===== config.mk =====
export PLATFORM = sky130hd
export DESIGN_NAME = acc_bias_unit_flat
export DESIGN_NICKNAME = d
export VERILOG_FILES = /design/src/rtl/acc_bias_unit_pkg.sv /design/src/rtl/acc_bias_unit_if.sv /design/src/rtl/acc_bias_lane.sv /design/src/rtl/acc_bias_unit.sv /design/src/flat_wrapper.sv
export SDC_FILE = /design/constraint.sdc
export NUM_CORES = 1
export LEC_CHECK = 0
export BUFFER_PORTS_ARGS = -buffer_cell sky130_fd_sc_hd__buf_2
export CAP_MARGIN = 20
export CORE_MARGIN = 3
export CORE_UTILIZATION = 60
export CTS_BUF_LIST = sky130_fd_sc_hd__clkbuf_16
export CTS_CLUSTER_SIZE = 28
export DETAILED_ROUTE_END_ITERATION = 12
export PLACE_DENSITY = 0.82
export SYNTH_ARGS = -nofsm -noshare
export SYNTH_HDL_FRONTEND = slang
export SYNTH_SLANG_ARGS = --single-unit
export TNS_END_PERCENT = 50

===== constraint.sdc =====
create_clock -name clk -period 6.9 [get_ports clk]
set_input_delay 1.035 -clock clk [delete_from_list [all_inputs] [get_ports clk]]
set_output_delay 1.035 -clock clk [all_outputs]
set_load 0.02 [all_outputs]

===== src/rtl/acc_bias_unit_pkg.sv =====
// Shared accelerator definitions: default widths and the accumulate/bias FSM encoding.
package acc_bias_unit_pkg;

    localparam int DEF_D_BW   = 8;
    localparam int DEF_PS_BW  = 17;
    localparam int DEF_AB_BW  = 21;
    localparam int DEF_LEN_BW = 4;

    localparam int NUM_LANES = 3;

    typedef enum logic [1:0] {
        ST_IDLE = 2'd0,
        ST_ACC  = 2'd1,
        ST_BIAS = 2'd2,
        ST_DONE = 2'd3
    } state_t;

endpackage


===== src/rtl/acc_bias_unit_if.sv =====
// Job/beat/result bundle between the partial-sum producer and the accumulate-plus-bias unit.
interface acc_bias_unit_if
    import acc_bias_unit_pkg::*;
#(
    parameter int D_BW   = DEF_D_BW,
    parameter int PS_BW  = DEF_PS_BW,
    parameter int AB_BW  = DEF_AB_BW,
    parameter int LEN_BW = DEF_LEN_BW
);
    logic                     i_start;
    logic        [LEN_BW-1:0] i_acc_len;
    logic signed [D_BW-1:0]   i_bias0;
    logic signed [D_BW-1:0]   i_bias1;
    logic signed [D_BW-1:0]   i_bias2;
    logic                     i_psum_valid;
    logic signed [PS_BW-1:0]  i_psum0;
    logic signed [PS_BW-1:0]  i_psum1;
    logic signed [PS_BW-1:0]  i_psum2;
    logic                     o_busy;
    logic                     o_acc_valid;
    logic signed [AB_BW-1:0]  o_acc_bias0;
    logic signed [AB_BW-1:0]  o_acc_bias1;
    logic signed [AB_BW-1:0]  o_acc_bias2;

    modport master (
        output i_start, i_acc_len, i_bias0, i_bias1, i_bias2,
        output i_psum_valid, i_psum0, i_psum1, i_psum2,
        input  o_busy, o_acc_valid, o_acc_bias0, o_acc_bias1, o_acc_bias2
    );

    modport slave (
        input  i_start, i_acc_len, i_bias0, i_bias1, i_bias2,
        input  i_psum_valid, i_psum0, i_psum1, i_psum2,
        output o_busy, o_acc_valid, o_acc_bias0, o_acc_bias1, o_acc_bias2
    );

endinterface


===== src/rtl/acc_bias_lane.sv =====
// One channel: latched bias, wide accumulator, saturating bias add into a result register.
module acc_bias_lane #(
    parameter int D_BW  = 8,
    parameter int PS_BW = 17,
    parameter int AB_BW = 21
) (
    input  logic                    clk,
    input  logic                    rst,
    input  logic                    load,
    input  logic                    acc_en,
    input  logic                    bias_en,
    input  logic signed [D_BW-1:0]  bias_in,
    input  logic signed [PS_BW-1:0] psum,
    output logic signed [AB_BW-1:0] result
);
    localparam logic [AB_BW-1:0] SAT_MAX = {1'b0, {(AB_BW-1){1'b1}}};
    localparam logic [AB_BW-1:0] SAT_MIN = {1'b1, {(AB_BW-1){1'b0}}};

    logic signed [D_BW-1:0]  bias_q;
    logic signed [AB_BW-1:0] acc_q;
    logic        [AB_BW-1:0] psum_ext;
    logic        [AB_BW:0]   sum;
    logic        [AB_BW-1:0] sat;

    assign psum_ext = {{(AB_BW-PS_BW){psum[PS_BW-1]}}, psum};

    // One guard bit: overflow shows up as the two top bits disagreeing.
    assign sum = {acc_q[AB_BW-1], acc_q} + {{(AB_BW+1-D_BW){bias_q[D_BW-1]}}, bias_q};

    always_comb begin
        sat = sum[AB_BW-1:0];
        if (sum[AB_BW] != sum[AB_BW-1]) begin
            sat = sum[AB_BW] ? SAT_MIN : SAT_MAX;
        end
    end

    // NOTE: non-blocking assignments so every register samples pre-edge values.
    always_ff @(posedge clk) begin
        if (rst) begin
            bias_q <= '0;
            acc_q  <= '0;
            result <= '0;
        end else begin
            if (load) begin
                bias_q <= bias_in;
                acc_q  <= '0;
            end else if (acc_en) begin
                acc_q <= acc_q + psum_ext;
            end
            if (bias_en) begin
                result <= sat;
            end
        end
    end

endmodule


===== src/rtl/acc_bias_unit.sv =====
// Three-channel accumulate-then-bias unit: FSM and beat counter drive three identical lanes.
module acc_bias_unit
    import acc_bias_unit_pkg::*;
#(
    parameter int D_BW   = DEF_D_BW,
    parameter int PS_BW  = DEF_PS_BW,
    parameter int AB_BW  = DEF_AB_BW,
    parameter int LEN_BW = DEF_LEN_BW
) (
    input logic            clk,
    input logic            rst,
    acc_bias_unit_if.slave bus
);
    state_t              state, next_state;
    logic [LEN_BW-1:0]   len_q;
    logic [LEN_BW-1:0]   cnt_q;
    logic                start_ok;
    logic                beat;
    logic                last_beat;

    logic signed [D_BW-1:0]  bias   [NUM_LANES];
    logic signed [PS_BW-1:0] psum   [NUM_LANES];
    logic signed [AB_BW-1:0] result [NUM_LANES];

    assign start_ok  = (state == ST_IDLE) && bus.i_start;
    assign beat      = (state == ST_ACC) && bus.i_psum_valid;
    assign last_beat = beat && (cnt_q == len_q);

    // NOTE: every output of this block gets a default first so no path infers a latch.
    always_comb begin
        next_state = state;
        case (state)
            ST_IDLE: if (start_ok)  next_state = ST_ACC;
            ST_ACC:  if (last_beat) next_state = ST_BIAS;
            ST_BIAS: next_state = ST_DONE;
            ST_DONE: next_state = ST_IDLE;
            default: next_state = ST_IDLE;
        endcase
    end

    always_ff @(posedge clk) begin
        if (rst) begin
            state <= ST_IDLE;
            len_q <= '0;
            cnt_q <= '0;
        end else begin
            state <= next_state;
            if (start_ok) begin
                len_q <= bus.i_acc_len;
                cnt_q <= '0;
            end else if (beat) begin
                cnt_q <= cnt_q + 1'b1;
            end
        end
    end

    assign bias[0] = bus.i_bias0;
    assign bias[1] = bus.i_bias1;
    assign bias[2] = bus.i_bias2;
    assign psum[0] = bus.i_psum0;
    assign psum[1] = bus.i_psum1;
    assign psum[2] = bus.i_psum2;

    for (genvar g = 0; g < NUM_LANES; g++) begin : g_lane
        acc_bias_lane #(
            .D_BW  (D_BW),
            .PS_BW (PS_BW),
            .AB_BW (AB_BW)
        ) u_lane (
            .clk     (clk),
            .rst     (rst),
            .load    (start_ok),
            .acc_en  (beat),
            .bias_en (state == ST_BIAS),
            .bias_in (bias[g]),
            .psum    (psum[g]),
            .result  (result[g])
        );
    end

    assign bus.o_busy      = (state != ST_IDLE);
    assign bus.o_acc_valid = (state == ST_DONE);
    assign bus.o_acc_bias0 = result[0];
    assign bus.o_acc_bias1 = result[1];
    assign bus.o_acc_bias2 = result[2];

endmodule


===== src/flat_wrapper.sv =====
// flat-port wrapper written by rule: the top's interface ports become plain ports
module acc_bias_unit_flat import acc_bias_unit_pkg::*;
#(
    parameter int D_BW   = DEF_D_BW,
    parameter int PS_BW  = DEF_PS_BW,
    parameter int AB_BW  = DEF_AB_BW,
    parameter int LEN_BW = DEF_LEN_BW
)
  (clk, rst, bus_i_start, bus_i_acc_len, bus_i_bias0, bus_i_bias1, bus_i_bias2, bus_i_psum_valid, bus_i_psum0, bus_i_psum1, bus_i_psum2, bus_o_busy, bus_o_acc_valid, bus_o_acc_bias0, bus_o_acc_bias1, bus_o_acc_bias2);
  acc_bias_unit_if #(.D_BW(D_BW), .PS_BW(PS_BW), .AB_BW(AB_BW), .LEN_BW(LEN_BW)) bus_i ();
  input logic clk;
  input logic rst;
  input wire logic [$bits(bus_i.i_start)-1:0] bus_i_start;
  input wire logic [$bits(bus_i.i_acc_len)-1:0] bus_i_acc_len;
  input wire logic [$bits(bus_i.i_bias0)-1:0] bus_i_bias0;
  input wire logic [$bits(bus_i.i_bias1)-1:0] bus_i_bias1;
  input wire logic [$bits(bus_i.i_bias2)-1:0] bus_i_bias2;
  input wire logic [$bits(bus_i.i_psum_valid)-1:0] bus_i_psum_valid;
  input wire logic [$bits(bus_i.i_psum0)-1:0] bus_i_psum0;
  input wire logic [$bits(bus_i.i_psum1)-1:0] bus_i_psum1;
  input wire logic [$bits(bus_i.i_psum2)-1:0] bus_i_psum2;
  output wire logic [$bits(bus_i.o_busy)-1:0] bus_o_busy;
  output wire logic [$bits(bus_i.o_acc_valid)-1:0] bus_o_acc_valid;
  output wire logic [$bits(bus_i.o_acc_bias0)-1:0] bus_o_acc_bias0;
  output wire logic [$bits(bus_i.o_acc_bias1)-1:0] bus_o_acc_bias1;
  output wire logic [$bits(bus_i.o_acc_bias2)-1:0] bus_o_acc_bias2;
  assign bus_i.i_start = bus_i_start;
  assign bus_i.i_acc_len = bus_i_acc_len;
  assign bus_i.i_bias0 = bus_i_bias0;
  assign bus_i.i_bias1 = bus_i_bias1;
  assign bus_i.i_bias2 = bus_i_bias2;
  assign bus_i.i_psum_valid = bus_i_psum_valid;
  assign bus_i.i_psum0 = bus_i_psum0;
  assign bus_i.i_psum1 = bus_i_psum1;
  assign bus_i.i_psum2 = bus_i_psum2;
  assign bus_o_busy = bus_i.o_busy;
  assign bus_o_acc_valid = bus_i.o_acc_valid;
  assign bus_o_acc_bias0 = bus_i.o_acc_bias0;
  assign bus_o_acc_bias1 = bus_i.o_acc_bias1;
  assign bus_o_acc_bias2 = bus_i.o_acc_bias2;
  acc_bias_unit #(.D_BW(D_BW), .PS_BW(PS_BW), .AB_BW(AB_BW), .LEN_BW(LEN_BW)) u_core (.clk(clk), .rst(rst), .bus(bus_i));
endmodule

==> impl_metrics.py <==
metrics = {
    "timing": {
        "rsz0062_at_grt": "false",
        "finalCriticalPeriod_ns": 3.64,
        "tightest_slew_ns": 1.05,
        "finalMaxSlewViolations": 0,
        "clock.fmax_mhz": 274,
        "hold_violations": 0,
        "setup_viol": 0,
        "setup_tns_ns": 0,
        "period_share": 0.528,
        "timing.slew.headroom": 0.298,
        "skew_ns": 0.00830,
    },
    "yosys": {
        "synth_top_family_by_area": "compound AO/OA/AOI/OAI gates",
        "synth_edf_count": 0,
        "yosysWarnings": 0,
        "synth_area_mm2": 0.0123,
        "synth-simple-area-share": 0.200,
        "ys_seq_area_frac": 0.260,
        "synth-compound-area-share": 0.262,
        "netlist-cell-type-count": 72,
        "async_flop_share": 0,
        "synth_nets": 1803,
        "synth_seq_cells": 160,
        "synth_fa_ha_area_frac": 0.172,
        "muxShareOfSynthArea": 0.00437,
        "syn_inst": 1585,
        "synth_area_per_cell_um2": 7.76,
        "synth_xor_area_frac": 0.0577,
        "ys.flop_type": "dfxtp_1",
    },
    "floorplan": {
        "dieArea_mm2": 0.0223,
        "start_util": 0.622,
        "core-area_mm2": 0.0198,
        "die_x_um": 149,
        "chipHeight_um": 149,
        "pin_count": 148,
        "num_rows": 51,
    },
    "min_path": {
        "hold_class": "reg2reg",
        "holdPathStages": 2,
        "min_from": "u_core.g_lane[2].u_lane.bias_q[5]",
        "hold_end": "u_core.g_lane[2].u_lane.bias_q[5]",
    },
    "routing": {
        "drt-initial-drc-count": 792,
        "first_pass_iters": 5,
        "wl_mm": 32.1,
        "viasPerCell": 6.09,
        "postRouteAntennaNets": 0,
        "vias": 11988,
        "drc": 0,
        "routedWlPerCell_um": 16.3,
    },
    "placement": {
        "numPortBuffers": 147,
        "hpwlAfterDp_mm": 23.0,
        "globalplace.congestion": 0.913,
        "place_area_mm2": 0.0132,
    },
    "worst_setup_path": {
        "worstSetupPathType": "reg2reg",
        "r2r_cells": 12,
        "r2r_slack_ns": 3.26,
        "r2r-end": "u_core.g_lane[1].u_lane.result[14]",
        "regToRegStartpoint": "u_core.g_lane[1].u_lane.acc_q[0]",
        "path_max_fanout": 19,
        "arrival_ns": 3.98,
        "required_ns": 7.24,
        "cp-end-kind": "register",
        "critPathLaunchType": "register",
    },
    "power": {
        "power.total_mw": 4.38,
        "p_per_area_mw_per_mm2": 319,
        "ir_drop_mv": 0.214,
        "leakage_nw": 5.86,
    },
    "clock_network": {
        "cts_root_buf": "clkbuf_16",
        "clock-sinks": 160,
        "ctsResizeCount": 0,
        "cts_inserted_buffers": 17,
        "cts.clk_slew.worst_paths_ns": 0.06,
        "ctsHoldBuffers": 0,
        "cts_tree": "built",
        "clock_latency_ns": 0.43,
        "cts_setup_buffers": 0,
        "htree_levels": 4,
        "cts_buffer_depth": 2,
    },
    "final_layout": {
        "final_common_cell": "nand2_1",
        "final_area_mm2": 0.0138,
        "fill_cells": 1662,
        "layout-drive-gt1-share": 0.131,
        "final_cell_mix": "nand2_1 (187), dfxtp_1 (160), a21oi_1 (158)",
        "fin_util": 0.696,
        "fin_nets": 1906,
        "area_growth_syn_to_layout_pct": 11.9,
    },
    "status": {
        "status": "complete, no violations",
    },
    "global_routing": {
        "grt_pass1_vias": 10838,
        "grt_pass1_wl_mm": 52.2,
        "grt_max_degree": 95,
        "grt_antenna_before_repair": 3,
        "gr-usage-all-layers": 0.281,
        "grt_overflow_total": 0,
    },
    "flow_run": {
        "max_cap_viol_count": 0,
    },
}
==> power breakdown <==
| part | switching, mW | total (mW) | internal (mW) |
|---|---|---|---|
| clock network | 0.409 | 0.939 | 0.530 |
| logic | 1.33 | 2.13 | 0.802 |
| registers | 0.170 | 1.31 | 1.14 |
| total | 1.91 | 4.38 | 2.47 |
==> cell type report <==
| cell class | count | area (um^2) | share of cell area |
|---|---|---|---|
| clock inverter | 15 | 144 | 0.0105 |
| inverter | 58 | 218 | 0.0158 |
| clock buffer | 17 | 425 | 0.0309 |
| sequential | 160 | 3200 | 0.233 |
| timing repair buffer | 158 | 828 | 0.0602 |
| antenna | 1 | 2.50 | 0.000182 |
| multi-input combinational | 1293 | 8610 | 0.626 |
| tap | 265 | 332 | 0.0241 |
==> flip-flops by register name (all words and copies together), names as in the netlist <==
register and count:
u_core.len_q 4, u_core.g_lane.u_lane.acc_q 63, u_core.g_lane.u_lane.result 63, u_core.g_lane.u_lane.bias_q 24, u_core.cnt_q 4, u_core.state 2
==> routing by layer <==
metal  vias to the layer above  share of wire  track usage
met5                         -        0.00050            0
met4                         4          0.018       0.0828
met3                        61          0.070       0.0489
met2                       419           0.45        0.455
met1                      5518           0.46        0.387
li1                       5986              -            -
==> critical path: stages (launching register included) <==
cell and delay (ns):
dfxtp_1 0.50, ha_1 0.28, inv_1 0.08, fa_1 0.39, nand2b_1 0.19, a21oi_1 0.20, o41ai_1 0.12, nand3_1 0.18
nand3_1 0.16, a211o_1 0.32, and3_1 0.43, maj3_1 0.47, a211oi_1 0.23
==> per-stage QoR <==
step	instances	hold slack, ns	worst slack (ns)
floorplan	1585	0.441	3.37
global placement	1932	0.448	3.01
detailed placement	1932	0.452	2.98
CTS	1964	0.461	3.24
global route	1967	0.478	2.92
finish	1967	0.461	3.26
==> how the worst max path moves through the flow <==
stage                                       from                                  to  slack, ns
6_report        u_core.g_lane[1].u_lane.acc_q[0]  u_core.g_lane[1].u_lane.result[14]       3.26
5_1_grt         u_core.g_lane[1].u_lane.acc_q[0]  u_core.g_lane[1].u_lane.result[14]       2.92
3_3_place_gp                      bus_i_psum0[0]   u_core.g_lane[0].u_lane.acc_q[20]       3.01
3_5_place_dp                      bus_i_psum0[0]   u_core.g_lane[0].u_lane.acc_q[20]       2.98
2_1_floorplan                     bus_i_psum0[0]   u_core.g_lane[0].u_lane.acc_q[20]       3.37
4_1_cts        u_core.g_lane[2].u_lane.bias_q[7]  u_core.g_lane[2].u_lane.result[17]       3.24
==> cells by family (layout without fill, tap and decap cells) <==
| group | count (synthesis) | after routing |
|---|---|---|
| AO/OA/AOI/OAI | 501 | 501 |
| XOR/XNOR | 81 | 81 |
| adder cells (fa/ha/maj) | 173 | 173 |
| buffers and inverters | 132 | 248 |
| flip-flops | 160 | 160 |
| multiplexers | 5 | 5 |
| other | 0 | 1 |
| AND/OR/NAND/NOR | 533 | 533 |
==> synthesized netlist by cell type (all sizes together) (25+ instances only) <==
cell type,number,share of area
inv,58,0.018
o31ai,29,0.021
nand2,188,0.057
o21a,27,0.016
maj3,38,0.032
a211oi,55,0.034
ha,129,0.13
dfxtp,160,0.26
xnor2,40,0.028
nor3,53,0.022
nor2,128,0.040
nand3,48,0.020
clkbuf,59,0.018
a21oi,159,0.065
a21o,25,0.015
a31oi,32,0.016
o21ai,83,0.034
xor2,41,0.029
Power figures use the tool's default switching activity.
